`src/rtl/led_pkg.sv`:
```
// Shared encodings and helpers for the LED sequencer and related board indicators.
package led_pkg;

  localparam logic [1:0] MODE_ROTATE  = 2'd0;
  localparam logic [1:0] MODE_BOUNCE  = 2'd1;
  localparam logic [1:0] MODE_BLINK   = 2'd2;
  localparam logic [1:0] MODE_BREATHE = 2'd3;

  typedef enum logic {
    BounceUp   = 1'b0,
    BounceDown = 1'b1
  } bounce_dir_e;

  // Counter width able to hold 0..limit-1; never narrower than one bit.
  function automatic int unsigned cnt_width(input int unsigned limit);
    return (limit > 1) ? $clog2(limit) : 1;
  endfunction

endpackage

```
`src/rtl/led_pwm.sv`:
```
// Free-running PWM counter with a duty compare; on while the count is below duty.
module led_pwm #(
  parameter int unsigned PWM_BITS = 8
) (
  input  logic                clk_i,
  input  logic                rst_i,
  input  logic [PWM_BITS-1:0] duty_i,
  output logic                pwm_on_o
);

  logic [PWM_BITS-1:0] cnt_q, cnt_d;

  always_comb begin
    cnt_d = cnt_q + 1'b1;
  end

  always_ff @(posedge clk_i) begin
    if (rst_i) begin
      cnt_q <= '0;
    end else begin
      cnt_q <= cnt_d;
    end
  end

  always_comb begin
    pwm_on_o = (cnt_q < duty_i);
  end

endmodule

```
`src/rtl/led_sequencer.sv`:
```
// LED pattern sequencer: step prescaler, four patterns, breathe ramp, PWM dimming, pin polarity.
module led_sequencer
  import led_pkg::*;
#(
  parameter int unsigned N_LED          = 3,
  parameter int unsigned STEP_CYCLES    = 6_000_000,
  parameter int unsigned BREATHE_CYCLES = 47_000,
  parameter int unsigned PWM_BITS       = 8,
  parameter bit          ACTIVE_LOW     = 1'b1
) (
  input  logic                sys_clk_i,
  input  logic                sys_rst_i,
  input  logic [1:0]          mode_i,
  input  logic                dir_i,
  input  logic                pause_i,
  input  logic [PWM_BITS-1:0] brightness_i,
  output logic [N_LED-1:0]    led_o,
  output logic                step_tick_o
);

  localparam int unsigned PRESC_W   = cnt_width(STEP_CYCLES);
  localparam int unsigned BREATHE_W = cnt_width(BREATHE_CYCLES);

  localparam logic [PRESC_W-1:0]   PRESC_MAX   = PRESC_W'(STEP_CYCLES - 1);
  localparam logic [BREATHE_W-1:0] BREATHE_MAX = BREATHE_W'(BREATHE_CYCLES - 1);
  localparam logic [PWM_BITS-1:0]  LEVEL_MAX   = {PWM_BITS{1'b1}};
  localparam logic [N_LED-1:0]     ONE_HOT0    = N_LED'(1);
  localparam logic [N_LED-1:0]     LED_OFF     = {N_LED{ACTIVE_LOW}};

  logic [PRESC_W-1:0]   presc_q, presc_d;
  logic [BREATHE_W-1:0] bcnt_q, bcnt_d;
  logic [PWM_BITS-1:0]  level_q, level_d;
  logic                 breathe_up_q, breathe_up_d;
  bounce_dir_e          bounce_dir_q, bounce_dir_d;
  logic [N_LED-1:0]     pattern_q, pattern_d;
  logic [1:0]           mode_q;
  logic                 step_tick_q;
  logic [N_LED-1:0]     led_q, led_d;

  logic                 restart;
  logic                 tick;
  logic [N_LED-1:0]     bounce_next;
  logic [PWM_BITS-1:0]  duty;
  logic                 pwm_on;
  logic [N_LED-1:0]     lit;

  function automatic logic [N_LED-1:0] init_pattern(input logic [1:0] mode);
    return ((mode == MODE_BLINK) || (mode == MODE_BREATHE)) ? {N_LED{1'b1}} : ONE_HOT0;
  endfunction

  assign restart = (mode_i != mode_q);
  assign tick    = (presc_q == PRESC_MAX) && !pause_i;

  // State register.
  always_ff @(posedge sys_clk_i) begin
    if (sys_rst_i) begin
      presc_q      <= '0;
      bcnt_q       <= '0;
      level_q      <= '0;
      breathe_up_q <= 1'b1;
      bounce_dir_q <= BounceUp;
      pattern_q    <= ONE_HOT0;
      mode_q       <= MODE_ROTATE;
      step_tick_q  <= 1'b0;
      led_q        <= LED_OFF;
    end else begin
      presc_q      <= presc_d;
      bcnt_q       <= bcnt_d;
      level_q      <= level_d;
      breathe_up_q <= breathe_up_d;
      bounce_dir_q <= bounce_dir_d;
      pattern_q    <= pattern_d;
      mode_q       <= mode_i;
      step_tick_q  <= tick;
      led_q        <= led_d;
    end
  end

  // Next-state logic: restart beats tick, pause freezes everything except PWM.
  always_comb begin
    presc_d      = presc_q;
    bcnt_d       = bcnt_q;
    level_d      = level_q;
    breathe_up_d = breathe_up_q;
    bounce_dir_d = bounce_dir_q;
    pattern_d    = pattern_q;
    bounce_next  = (bounce_dir_q == BounceUp) ? (pattern_q << 1) : (pattern_q >> 1);

    if (restart) begin
      presc_d      = '0;
      bcnt_d       = '0;
      level_d      = '0;
      breathe_up_d = 1'b1;
      bounce_dir_d = BounceUp;
      pattern_d    = init_pattern(mode_i);
    end else if (!pause_i) begin
      presc_d = (presc_q == PRESC_MAX) ? '0 : presc_q + 1'b1;

      if (mode_q == MODE_BREATHE) begin
        if (bcnt_q == BREATHE_MAX) begin
          bcnt_d = '0;
          // Triangle ramp: each extreme is visited once, then the slope reverses.
          if (breathe_up_q) begin
            if (level_q == LEVEL_MAX) begin
              level_d      = level_q - 1'b1;
              breathe_up_d = 1'b0;
            end else begin
              level_d = level_q + 1'b1;
            end
          end else if (level_q == '0) begin
            level_d      = level_q + 1'b1;
            breathe_up_d = 1'b1;
          end else begin
            level_d = level_q - 1'b1;
          end
        end else begin
          bcnt_d = bcnt_q + 1'b1;
        end
      end

      if (tick) begin
        unique case (mode_q)
          MODE_ROTATE: begin
            if (dir_i) begin
              pattern_d = (pattern_q >> 1) | (pattern_q << (N_LED - 1));
            end else begin
              pattern_d = (pattern_q << 1) | (pattern_q >> (N_LED - 1));
            end
          end
          MODE_BOUNCE: begin
            if (N_LED > 1) begin
              pattern_d = bounce_next;
              if (bounce_next[N_LED-1]) begin
                bounce_dir_d = BounceDown;
              end else if (bounce_next[0]) begin
                bounce_dir_d = BounceUp;
              end
            end
          end
          MODE_BLINK:   pattern_d = ~pattern_q;
          MODE_BREATHE: pattern_d = pattern_q;
        endcase
      end
    end
  end

  led_pwm #(
    .PWM_BITS(PWM_BITS)
  ) u_pwm (
    .clk_i   (sys_clk_i),
    .rst_i   (sys_rst_i),
    .duty_i  (duty),
    .pwm_on_o(pwm_on)
  );

  // Output logic: dim the pattern and apply pin polarity.
  always_comb begin
    duty  = (mode_q == MODE_BREATHE) ? level_q : brightness_i;
    lit   = pattern_q & {N_LED{pwm_on}};
    led_d = ACTIVE_LOW ? ~lit : lit;
  end

  assign led_o       = led_q;
  assign step_tick_o = step_tick_q;

endmodule

```
`config.mk`:
```
export PLATFORM = sky130hd
export DESIGN_NAME = led_sequencer
export DESIGN_NICKNAME = d
export VERILOG_FILES = /design/src/rtl/led_pkg.sv /design/src/rtl/led_pwm.sv /design/src/rtl/led_sequencer.sv
export SDC_FILE = /design/constraint.sdc
export NUM_CORES = 1
export LEC_CHECK = 0
export CAP_MARGIN = 5
export CORE_ASPECT_RATIO = 1.25
export CORE_MARGIN = 3
export CORE_UTILIZATION = 40
export DETAILED_ROUTE_END_ITERATION = 8
export PLACE_DENSITY = 0.64
export SLEW_MARGIN = 20
export SYNTH_ARGS = -nofsm -noshare
export SYNTH_HDL_FRONTEND = slang
export SYNTH_SLANG_ARGS = --single-unit
```
`constraint.sdc`:
```
create_clock -name sys_clk_i -period 2.58 [get_ports sys_clk_i]
set_clock_uncertainty 0.05 [all_clocks]
set_input_delay 0.645 -clock sys_clk_i [delete_from_list [all_inputs] [get_ports sys_clk_i]]
set_output_delay 0.645 -clock sys_clk_i [all_outputs]
set_load 0.01 [all_outputs]
```
After elaboration in Yosys (flattened, before gate mapping). Index checks and enable logic that the tools add are counted.

Equality and inequality tests: 11. $add $sub $neg: 5. Bitwise gates (word level): 6. Multiplexer cells: 18. Order comparisons: 1. $mul: 0. Reduce and logical (&&, ||, !) cells: 12. Div/mod/pow operators: 0. Shift operators: 0.

Operators by type and width (number): $mux W8 (4); $add A23 B1 Y23 const B (1); $eq A23 B23 Y1 const B (1); $mux W23 (1); $mux W3 (6); $add A16 B1 Y16 const B (1); $add A8 B1 Y8 const B (2); $eq A16 B16 Y1 const B (1); $mux W16 (1); $pmux W3 S3 (1); $eq A2 B2 Y1 const B (4); $eq A8 B8 Y1 const B (1); $logic_not A8 Y1 (1); $lt A8 B8 Y1 (1); $sub A8 B1 Y8 const B (1); $not A3 Y3 (2); $reduce_and A3 Y1 (2); $mux W1 (5); $reduce_and A4 Y1 (1); $reduce_bool A2 Y1 (2); $and A3 B3 Y3 (1); $or A2 B3 Y3 (1); $or A3 B1 Y3 (1); $eq A2 B1 Y1 const B (1); 10 further kinds (10).

Register bits: 66. Bits in latches: 0. Input port bits: 14. Memory bits (read-only): 0. Output and inout bits: 4. Logic and storage cells: 63. Memory bits (writable): 0. Memories: 0.

Depth between registers and ports, before layout.
Depth in word-level cells: 6. Mapped depth: 9. Depth with buffers taken out: 8.

Cells and area by module. From an unflattened synthesis, not the netlist that was laid out.

Cell total of the unflattened synthesis: 411. Area, all modules: 3634.7 µm².

Modules (own cells, without submodules): led_sequencer (seq. area each 1161.1 µm², times used 1, cells each 352, area an instance 3148.0 µm²); led_pwm (seq. area each 160.2 µm², times used 1, cells each 59, area an instance 486.7 µm²).

Worst setup path after synthesis. Ideal clock, no wire load.

Path type: register -> register. Start point: reg mode_q[0]. End point: reg led_q[0], in the netlist led_o[0]. Clock period less this slack: 2.721 ns. Required time: 2.385 ns. Library setup time: 0.145 ns. Arrival: 2.526 ns. Buffers on the path: 1. Path slack: -0.141 ns. Stages on the path, launching flop included: 10. Path through: dfxtp_1 ha_1 buf_1 mux2i_1 ha_1 a21o_1 a21oi_1 nor2b_1 a2111oi_0 nand3_1.

Longest elaborated chain between the ends: 5.

RTL lines: from (decl) (RTL line led_sequencer.sv:36) `logic [1:0] mode_q;`; from (signal assigned) (RTL line led_sequencer.sv:73) `mode_q <= mode_i;`; $eq A2 B2 Y1 (RTL line led_sequencer.sv:158) `duty = (mode_q == MODE_BREATHE) ? level_q : brightness_i;`; $mux W8 (RTL line led_sequencer.sv:158); $lt A8 B8 Y1 (RTL line led_pwm.sv:26) `pwm_on_o = (cnt_q < duty_i);`; $and A3 B3 Y3 (RTL line led_sequencer.sv:159) `lit = pattern_q & {N_LED{pwm_on}};`; $not A3 Y3 (RTL line led_sequencer.sv:160) `led_d = ACTIVE_LOW ? ~lit : lit;`; to (signal assigned) (RTL line led_sequencer.sv:75) `led_q <= led_d;`; to (decl) (RTL line led_sequencer.sv:38) `logic [N_LED-1:0] led_q, led_d;`.

Every way passes these cells. A chain may end at the register's enable or synchronous reset.

Worst setup path after layout. Same ends and word-level chain as after synthesis.

==> metrics.log <==
INFO  metric drive_gt1_share = 10.6%
INFO  metric postLayoutSetupSlackWorst = 0.205 ns
INFO  metric tightest_slew = 0.536 ns
INFO  metric ys.warnings.count = 0
INFO  metric grt_antenna_before_repair = 0
INFO  metric startpoint_type = flip-flop
INFO  metric rsz0062_at_grt = no
INFO  metric synth_seq_area_share = 38.2%
INFO  metric cts_hold_buf = 0
INFO  metric post_synth_xor_area_fraction = 12.1%
INFO  metric final_common_cell = sky130_fd_sc_hd__dfxtp_1
INFO  metric syn_area = 0.00346 sq mm
INFO  metric hold_viol_final = 0
INFO  metric cts_setup_buffers = 0
INFO  metric r2r_setup_slack = 0.20 ns
INFO  metric met2RoutedLength = 3450 um
INFO  metric cts_tree = built
INFO  metric power.total = 2.17 mW
INFO  metric min-delay-start = u_pwm.cnt_q[0]$_SDFF_PP0_
INFO  metric placeableCoreArea = 0.00833 sq mm
INFO  metric layout-area-overhead-vs-synth = 17.9%
INFO  metric critical_path_class = reg -> reg
INFO  metric final.hold.worst_slack = 0.414 ns
INFO  metric total_gr_overflow = 0
INFO  metric grt_pass1_vias = 2762
INFO  metric die_height = 110 um
INFO  metric critical_path.top_delay_family = adder cells
INFO  metric finish.cell_count_without_fillers = 533
INFO  metric synth_top_cells_by_area = sky130_fd_sc_hd__dfxtp_1 (38%), sky130_fd_sc_hd__xor2_1 (7.6%), sky130_fd_sc_hd__nor2_1 (6.5%), sky130_fd_sc_hd__ha_1 (5.8%), sky130_fd_sc_hd__mux2i_1 (4.9%)
INFO  metric r2r_cells = 8
INFO  metric cts.clk_slew.worst_paths = 0.07 ns
INFO  metric detail_route.wl_per_cell = 13.0 um
INFO  metric first_pass_grt_wire_length = 12300 um
INFO  metric detailedRoute.firstIterationViolations = 143
INFO  metric top_signal_layer_used = met4
INFO  metric synth_edf_count = 0
INFO  metric critical_path_required = 2.75 ns
INFO  metric via_count = 2841
INFO  metric crit_slowest_cell = sky130_fd_sc_hd__dfxtp_1
INFO  metric hold-path-endpoint = u_pwm.cnt_q[0]$_SDFF_PP0_
INFO  metric cts_inserted_buffers = 9
INFO  metric avgViaCountPerCell = 5.33
INFO  metric finish.utilization = 49.0%
INFO  metric leakagePower = 1.41 nW
INFO  metric dominant_combinational_cell_family_by_area_after_synthesis = simple AND/OR/NAND/NOR gates
INFO  metric netlist.top_cell.by_area = sky130_fd_sc_hd__dfxtp_1
INFO  metric place.detailed.instances = 517
INFO  metric min_period_over_period = 92.1%
INFO  metric std_cell_rows = 37
INFO  metric outcome = finished, final reports clean
INFO  metric root_buffer_master = sky130_fd_sc_hd__clkbuf_8
INFO  metric post-synth-top-area-fraction = 38.2%
INFO  metric slew_viol_final = 0
INFO  metric ctsLongestPathBuffers = 2
INFO  metric maxSlewHeadroom = 63.9%
INFO  metric critical_r2r_capture = led_o[0]$_SDFF_PP1_
INFO  metric largest_net_degree_at_the_start_of_global_routing = 23
INFO  metric worst_path_largest_cell_delay = 0.41 ns
INFO  metric dpl_worst_slack = -0.0598 ns
INFO  metric fmax = 421 MHz
INFO  metric synthFlopType = sky130_fd_sc_hd__dfxtp_1
INFO  metric worstReg2RegStart = mode_q[0]$_SDFF_PP0_
INFO  metric floorplan.initialDensity = 41.6%
INFO  metric number_of_maximum_capacitance_violations = 0
INFO  metric total_half_perimeter_wirelength_after_legalization_and_detailed_placement = 5090 um
INFO  metric antennaDiodeCount = 0
INFO  metric cts_num_sinks = 66
INFO  metric ioPinCount = 18
INFO  metric timing.critical_path.mode_cell = sky130_fd_sc_hd__buf_4
INFO  metric synthesis.area_per_instance = 8.72 sq um
INFO  metric synthesis.nets = 427
INFO  metric synth-adder-area-share = 5.78%
INFO  metric synth-compound-area-share = 7.41%
INFO  metric fp.dieArea = 0.00982 sq mm
INFO  metric crit_path_cell_trace = ha_2, buf_4, mux2i_1, ha_1, and4_1, a2111oi_0, buf_4, nand3_1
INFO  metric worstSetupEndpointType = flip-flop
INFO  metric path_buf_inv = 2
INFO  metric design.final.nets = 461
INFO  metric post_synth_mux_area_share = 5.24%
INFO  metric async_reset_ff_share = 0%
INFO  metric critPathArrivalTime = 2.55 ns
INFO  metric ys_ff_latch = 66
INFO  metric min_period = 2.38 ns
INFO  metric route.met3.wl = 229 um
INFO  metric route.detailed.drc = 0
INFO  metric worst_skew_pair_latency = 0.35 ns
INFO  metric routed_wl = 6950 um
INFO  metric most-common-layout-cells = sky130_fd_sc_hd__dfxtp_1 (66), sky130_fd_sc_hd__nor2_1 (60), sky130_fd_sc_hd__nand2_1 (31), sky130_fd_sc_hd__xor2_1 (30), sky130_fd_sc_hd__nand3_1 (24)
INFO  metric number_of_levels_in_the_clock_h_tree = 3
INFO  metric synth_simple_gate_area_share = 28.2%
INFO  metric min_delay_path_depth = 1
INFO  metric post_synth_inst_count = 397
INFO  metric worstHoldPathType = reg -> reg
INFO  metric die_width = 89.2 um
INFO  metric number_of_input_and_output_port_buffers_inserted = 17
INFO  metric gp_congestion = 0.872
INFO  metric cell_area_power_density = 531 mW/mm^2
INFO  metric dr_pass1_iterations = 4
INFO  metric groute.usage.overall = 15.9%
INFO  metric setup_viol_count_final = 0
INFO  metric antenna_violating_nets_post_route = 0
INFO  metric post_synth_num_cell_types = 50
INFO  metric crit_path_max_fanout = 6
INFO  metric vdd_drop_max = 229 uV
INFO  metric wirelength_met1 = 3160 um
-- flip-flops by register name (all words and copies together) (netlist names) --
name / flops
u_pwm.cnt_q: 8
pattern_q: 3
mode_q: 2
level_q: 8
breathe_up_q: 1
bounce_dir_q: 1
led_o: 3
bcnt_q: 16
presc_q: 23
step_tick_o: 1
-- how the worst max path moves through the flow --
stage                          from                   to  slack, ns  depth (start not counted)
2_1_floorplan  mode_q[0]$_SDFF_PP0_  led_o[0]$_SDFF_PP1_       0.08                          9
3_3_place_gp        brightness_i[5]  led_o[1]$_SDFF_PP1_      -0.05                          9
3_5_place_dp        brightness_i[5]  led_o[2]$_SDFF_PP1_      -0.06                          9
4_1_cts        mode_q[0]$_SDFF_PP0_  led_o[2]$_SDFF_PP1_       0.15                          8
5_1_grt        mode_q[0]$_SDFF_PP0_  led_o[0]$_SDFF_PP1_       0.04                          8
6_report       mode_q[0]$_SDFF_PP0_  led_o[0]$_SDFF_PP1_       0.20                          8
-- cells by family after synthesis --
group                      after synthesis
AOI/OAI and AO/OA                       38
xor gates and xnor gates                48
adders and majority gates               16
buffers and inverters                   23
DFF                                     66
muxes                                   18
and+or+nand+nor                        188
-- synthesized netlist by cell type, types with 3 or more instances --
cell type,instances
sky130_fd_sc_hd__dfxtp_1,66
sky130_fd_sc_hd__nor2_1,60
sky130_fd_sc_hd__nand2_1,31
sky130_fd_sc_hd__xor2_1,30
sky130_fd_sc_hd__nand3_1,24
sky130_fd_sc_hd__xnor2_1,18
sky130_fd_sc_hd__mux2i_1,17
sky130_fd_sc_hd__ha_1,16
sky130_fd_sc_hd__inv_1,10
sky130_fd_sc_hd__nor4_1,10
sky130_fd_sc_hd__o21ai_0,10
sky130_fd_sc_hd__a21oi_1,8
sky130_fd_sc_hd__clkbuf_1,8
sky130_fd_sc_hd__nand4_1,8
sky130_fd_sc_hd__nor2b_1,8
sky130_fd_sc_hd__nor3_1,7
sky130_fd_sc_hd__nand2b_1,5
sky130_fd_sc_hd__and2_1,4
sky130_fd_sc_hd__and3_1,4
sky130_fd_sc_hd__o211ai_1,4
sky130_fd_sc_hd__or3_1,4
sky130_fd_sc_hd__a21o_1,3
sky130_fd_sc_hd__nand3b_1,3
sky130_fd_sc_hd__nand4b_1,3
-- per-layer routing --
metal | global-route usage [%] | up-vias
met3 | 4.01 | 12
met4 | 7.34 | 0
li1 | - | 1455
met5 | 0 | -
met1 | 18.9 | 1324
met2 | 26.4 | 50
-- cell type report --
| class | instances | area (sq um) |
|---|---|---|
| Tap cell | 97 | 121 |
| Fill cell | 801 | 4250 |
| Clock inverter | 7 | 103 |
| Timing Repair Buffer | 36 | 338 |
| Multi-Input combinational cell | 308 | 2040 |
| Sequential cell | 66 | 1320 |
| Inverter | 10 | 37.5 |
| Clock buffer | 9 | 124 |
-- where the power goes --
group	internal [mW]	switching, mW	total (mW)	leakage (nW)
clock network	0.552	0.438	0.990	0.110
logic	0.0715	0.0653	0.137	0.766
registers	1.03	0.0124	1.04	0.534
-- metrics by stage --
step	area [sq um]	TNS, ns
finish	4080	0
global route	4080	0
CTS	4080	0
detailed placement	3850	-0.174
global placement	3850	-0.164
floorplan	3460	0
-- what timing repair did --
action                     4_1_cts  5_1_grt
hold endpoints to repair         0        0
gates resized for setup          0        1
setup endpoints to repair        0        2
No activity file was read; power rests on OpenSTA's default activity.
